### src/rtl/serial_subn.sv
// Bit-serial n-bit subtractor: D = X - Y - borrowin, one bit per clock, LSB first,
// with a start/busy/done handshake around a single reused full-subtractor cell.
module serial_subn #(
  parameter int n = 8
) (
  input  logic         clk,
  input  logic         rst,
  input  logic         start,
  input  logic         borrowin,
  input  logic [n-1:0] X,
  input  logic [n-1:0] Y,
  output logic         busy,
  output logic         done,
  output logic [n-1:0] D,
  output logic         borrowout,
  output logic         overflow
);

  localparam int CW = $clog2(n + 1);

  localparam logic [1:0] IDLE = 2'd0;
  localparam logic [1:0] RUN  = 2'd1;
  localparam logic [1:0] DONE = 2'd2;

  logic [1:0]    state;
  logic [n-1:0]  xs;
  logic [n-1:0]  ys;
  logic [n-1:0]  dshift;
  logic [CW-1:0] cnt;
  logic          b;
  logic          xmsb;
  logic          ymsb;
  logic          dbit;
  logic          bnext;
  logic          last;

  // New difference bit enters at the MSB; written this way so n = 1 needs no slice.
  always_comb begin
    dbit        = xs[0] ^ ys[0] ^ b;
    bnext       = (~xs[0] & ys[0]) | (~(xs[0] ^ ys[0]) & b);
    dshift      = D >> 1;
    dshift[n-1] = dbit;
    last        = (cnt == CW'(n - 1));
  end

  assign busy = (state == RUN);
  assign done = (state == DONE);

  always_ff @(posedge clk or posedge rst) begin
    if (rst) begin
      state     <= IDLE;
      xs        <= '0;
      ys        <= '0;
      D         <= '0;
      cnt       <= '0;
      b         <= 1'b0;
      xmsb      <= 1'b0;
      ymsb      <= 1'b0;
      borrowout <= 1'b0;
      overflow  <= 1'b0;
    end else begin
      case (state)
        IDLE: begin
          if (start) begin
            xs    <= X;
            ys    <= Y;
            b     <= borrowin;
            cnt   <= '0;
            xmsb  <= X[n-1];
            ymsb  <= Y[n-1];
            state <= RUN;
          end
        end
        RUN: begin
          D   <= dshift;
          xs  <= xs >> 1;
          ys  <= ys >> 1;
          b   <= bnext;
          cnt <= cnt + CW'(1);
          if (last) begin
            borrowout <= bnext;
            overflow  <= (xmsb != ymsb) & (dbit != xmsb);
            state     <= DONE;
          end
        end
        DONE:    state <= IDLE;
        default: state <= IDLE;
      endcase
    end
  end

endmodule
### config.mk
export PLATFORM = sky130hd
export DESIGN_NAME = serial_subn
export DESIGN_NICKNAME = d
export VERILOG_FILES = /design/src/rtl/serial_subn.sv
export SDC_FILE = /design/constraint.sdc
export NUM_CORES = 1
export LEC_CHECK = 0
export BUFFER_PORTS_ARGS = -buffer_cell sky130_fd_sc_hd__buf_2
export CAP_MARGIN = 30
export CORE_ASPECT_RATIO = 1.2
export CORE_UTILIZATION = 45
export DETAILED_ROUTE_END_ITERATION = 12
export PLACE_DENSITY_LB_ADDON = 0.25
export SLEW_MARGIN = 25
export SYNTH_ARGS = -nofsm -noshare
export SYNTH_HDL_FRONTEND = slang
export SYNTH_SLANG_ARGS = --single-unit
### constraint.sdc
create_clock -name clk -period 1.9 [get_ports clk]
set_clock_uncertainty 0.05 [all_clocks]
set_input_delay 0.095 -clock clk [delete_from_list [all_inputs] [get_ports clk]]
set_output_delay 0.095 -clock clk [all_outputs]
set_load 0.05 [all_outputs]
# Word level (Yosys, flattened, before mapping)
# Index checks and enable logic that the tools add are counted.
# classes
addsub,1
eq_ne,7
muxes,11
bitwise,8
n_reduce_logical,6
# op_table
operator,n
$pmux 8 s2,2
$mux 8,2
$pmux 4 s2,1
$reduce_and 2->1,4
$add 4x1->4 const B,1
$eq 4x3->1 const B,1
$mux 2,2
$mux 4,1
$pmux 2 s2,1
$and 1x1->1,3
$eq 2x1->1 const B,1
$eq 2x2->1 const B,1
$logic_not 2->1,1
$ne 1x1->1,2
$ne 2x1->1 const B,1
$ne 2x2->1 const B,1
$not 1->1,2
$pmux 1 s2,1
$reduce_bool 2->1,1
$xor 1x1->1,2
$mux 1,1
$or 1x1->1,1
# totals
ff_bits,35
inputBits,20
output_inout_bits,12
elab_cells,43

# Depth between registers and ports, before layout
# depth
depth_word,5
mapped_depth,5

# Least setup slack after synthesis
# OpenSTA, ideal clock, no wires.
# synth_timing
path_kind,register to output
startpoint,register state[0]
endpoint,output done
arrival_ns,1.575
required_ns,1.755
setup_slack_ns,0.180
stages_incl_launch_ff,5
path_buffers,3
path_cell_list,dfrtp_1 buf_2 buf_4 buf_4 nor2b_1
# synth_between
elab_chain_cells,1
# synth_lines
item,line_no,text
start: declaration,25,logic [1:0] state;
start signal: assignment,51,state <= IDLE;
start signal: assignment,71,state <= RUN;
start signal: assignment,83,state <= DONE;
$eq 2x2->1,47,assign done = (state == DONE);
end: declaration,13,"output logic done,"
# Every way passes these cells.

# Worst setup path after layout
# layout_timing
startpoint,register state[1]
endpoint,output busy
# layout_between
elab_chain_cells,1
# layout_lines
item,line_no,text
$eq 2x1->1,46,assign busy = (state == RUN);
end: declaration,12,"output logic busy,"
# Every way passes these cells.

==> results.sh <==
export IMPL_ys_ff_latch=35
export IMPL_ys_top_cells_by_count="42 x nand2_1, 35 x dfrtp_1, 16 x o21ai_1"
export IMPL_antennaDiodeCount=0
export IMPL_core_region_area_mm2=0.00337
export IMPL_hold_worst_slack_ns=0.00580
export IMPL_vias=1239
export IMPL_syn_nets=180
export IMPL_io_pins=32
export IMPL_yosys_area_top_type_share_pct=54.6
export IMPL_rsz0062_at_grt="no"
export IMPL_muxShareOfSynthArea_pct=3.82
export IMPL_async_reset_ff_share_pct=100
export IMPL_rows=23
export IMPL_ys_seq_area_share_pct=54.6
export IMPL_place_hpwl_mm=2.23
export IMPL_arrival_ns=1.64
export IMPL_grt_first_pass_wirelength_mm=5.53
export IMPL_cp_cell_sequence="nand2b_1 > buf_4 > inv_2 > buf_2"
export IMPL_yosysTopAreaCell="dfrtp_1"
export IMPL_cp_start_kind="flip-flop"
export IMPL_track_usage_pct=19.2
export IMPL_slew_limit_headroom_pct=71.2
export IMPL_synth_edf_count=0
export IMPL_dr_pass1_iters=4
export IMPL_setup_viol=0
export IMPL_power_density_mw_per_mm2=1890
export IMPL_synth_top_family_by_area="simple AND/OR/NAND/NOR gates"
export IMPL_avgRoutedWirePerCell_um=13.5
export IMPL_min_period_ns=1.79
export IMPL_post_place_ws_ns=0.290
export IMPL_fmax_ghz=0.560
export IMPL_cts_setup_buffers=0
export IMPL_clockBufferDepth=2
export IMPL_post_synth_cell_area_avg_um2=10.2
export IMPL_yosysMostFrequentCell="nand2_1"
export IMPL_ir_drop_uv=1220
export IMPL_finalMaxSlewViolations=0
export IMPL_h_tree_depth=2
export IMPL_start_util_pct=47.7
export IMPL_syn_inst=158
export IMPL_worstMarginPinSlew_ns=0.432
export IMPL_yosys_area_share_simple_pct=20.7
export IMPL_max_cap_violations=0
export IMPL_layout_nets=216
export IMPL_status="finished, final reports clean"
export IMPL_crit_fanout=12
export IMPL_antenna_found_initial=0
export IMPL_synth_compound_area_share_pct=14.1
export IMPL_cts_tree="done"
export IMPL_dieHeight_um=67.4
export IMPL_grt_max_degree=36
export IMPL_die_w_um=56.5
export IMPL_ys_types=31
export IMPL_hold_buffers=1
export IMPL_syn_to_final_growth_pct=20.4
export IMPL_ant_nets=0
export IMPL_clk_latency_ns=0.30
export IMPL_vias_per_cell=5.34
export IMPL_period_share_pct=94.0
export IMPL_syn_cell_area_mm2=0.00161
export IMPL_clkSlewWorstSetupHoldPaths_ns=0.08
export IMPL_min_path_type="in2reg"
export IMPL_leakagePower_nw=0.985
export IMPL_cts_sinks=35
export IMPL_required_ns=1.75
export IMPL_cts_made_buffers=5
export IMPL_cp_end_kind="primary output"
export IMPL_final_hold_violation_count=0
export IMPL_drive_gt1_share_pct=29.7
export IMPL_worst_path_largest_cell_delay_ns=0.50
export IMPL_fin_ws_ns=0.114
export IMPL_die_area_mm2=0.00381
export IMPL_yosys_most_used_dff="dfrtp_1"
export IMPL_worst_path_max_delay_cell="dfrtp_1"
export IMPL_wl_mm=3.14
export IMPL_synth_xor_area_share_pct=0
export IMPL_yosysWarningCount=0
export IMPL_io_buffers=31
export IMPL_drt_iter0_drc=80
export IMPL_cts_root_buf="clkbuf_8"
export IMPL_overflow=0
export IMPL_synthAdderAreaFrac_pct=2.03
export IMPL_setup_tns_ns=0
export IMPL_grt_pass1_vias=1279
export IMPL_crit_type="reg2out"
export IMPL_drc=0
export IMPL_ys_top_cells_by_area="dfrtp_1 55%, nand2_1 9.8%, o21ai_1 5.0%"
export IMPL_routabilityCongestion=0.746
export IMPL_cts_resized=0
flip-flops by register name, indices dropped and copies added, names as in the netlist:
register   cells
xmsb           1
ymsb           1
D              8
state          2
b              1
xs             8
overflow       1
ys             8
borrowout      1
cnt            4
logic make-up (layout without fill, tap and decap cells):
group | after synthesis | in the layout
adders and majority gates | 2 | 2
DFF | 35 | 35
AOI/OAI and AO/OA | 38 | 38
muxes | 5 | 5
buffers and inverters | 14 | 51
and+or+nand+nor | 64 | 64
power breakdown:
part           leakage (nW)  total, W  switching (W)  internal, W
registers             0.447   0.00131       0.000238      0.00107
logic                 0.479   0.00166        0.00105     0.000616
clock network        0.0587  0.000691       0.000293     0.000397
total                 0.985   0.00366        0.00158      0.00208
critical path: cells and delay by family (launching register included):
family / cells / cell delay (ns)
AND/OR/NAND/NOR: 1 / 0.22
flip-flops: 1 / 0.50
buffers and inverters: 3 / 0.62
metrics by stage:
step	cells	instance area, um^2	utilization (%)	total power (W)
final	232	1930	57.4	0.00366
after CTS	232	1930	57.4	0.00369
after global routing	232	1930	57.4	0.00393
after floorplan	158	1610	-	0.00259
after global placement	223	1810	53.7	0.00294
after detailed placement	223	1810	53.7	0.00300
layout by cell type (no fill, tap or decap):
master	netlist	routed
o21ai_1	16	16
o21bai_2	1	1
ha_1	1	1
dlygate4sd3_1	0	1
nor2b_1	2	2
bufinv_16	0	1
nor2_1	1	1
inv_1	4	4
clkinv_4	0	1
inv_2	1	1
mux2_1	1	1
nor2b_4	1	1
and2b_4	1	1
or3_1	1	1
and3b_2	6	6
fa_1	1	1
nand2_1	42	42
dfrtp_1	35	35
mux2_4	2	2
nand3_1	3	3
inv_6	0	1
a22o_1	4	4
a22oi_1	6	6
buf_12	0	1
buf_4	2	5
nor3_2	1	1
nand3b_1	1	1
and3b_1	2	2
buf_2	4	31
nand2b_1	3	3
a21oi_1	10	10
o21ai_0	1	1
mux2i_1	2	2
clkbuf_8	0	5
cell type report:
cell class | instances | area, um^2
fill | 292 | 1430
sequential | 35 | 876
multi-input combinational | 109 | 653
timing repair buffer | 38 | 223
clock buffer | 5 | 68.8
clock inverter | 3 | 47.5
tap | 37 | 46.3
inverter | 5 | 18.8
path summary, 6_finish.rpt:
| path | end | from | cells past startpoint | slack (ns) |
|---|---|---|---|---|
| setup / recovery | busy | state[1] | 4 | 0.11 |
| hold / removal | ys[7] | Y[7] | 2 | 0.006 |
| setup reg to reg | overflow | xs[0] | 4 | 0.30 |
| hold reg to reg | D[0] | D[0] | 2 | 0.43 |
| max in group asynchronous | ys[4] | rst | 4 | 1.11 |
| min in group asynchronous | ymsb | rst | 4 | 0.37 |
per-layer routing:
metal  part of all wire [%]  routed length, um  track usage (%)
met5                      0                  0                0
met2                     49               1550             33.2
met1                     44               1380             22.3
met3                    4.6                145             4.02
met4                    1.8                 57             10.4
Note: power is estimated with default switching activity, not from simulation.
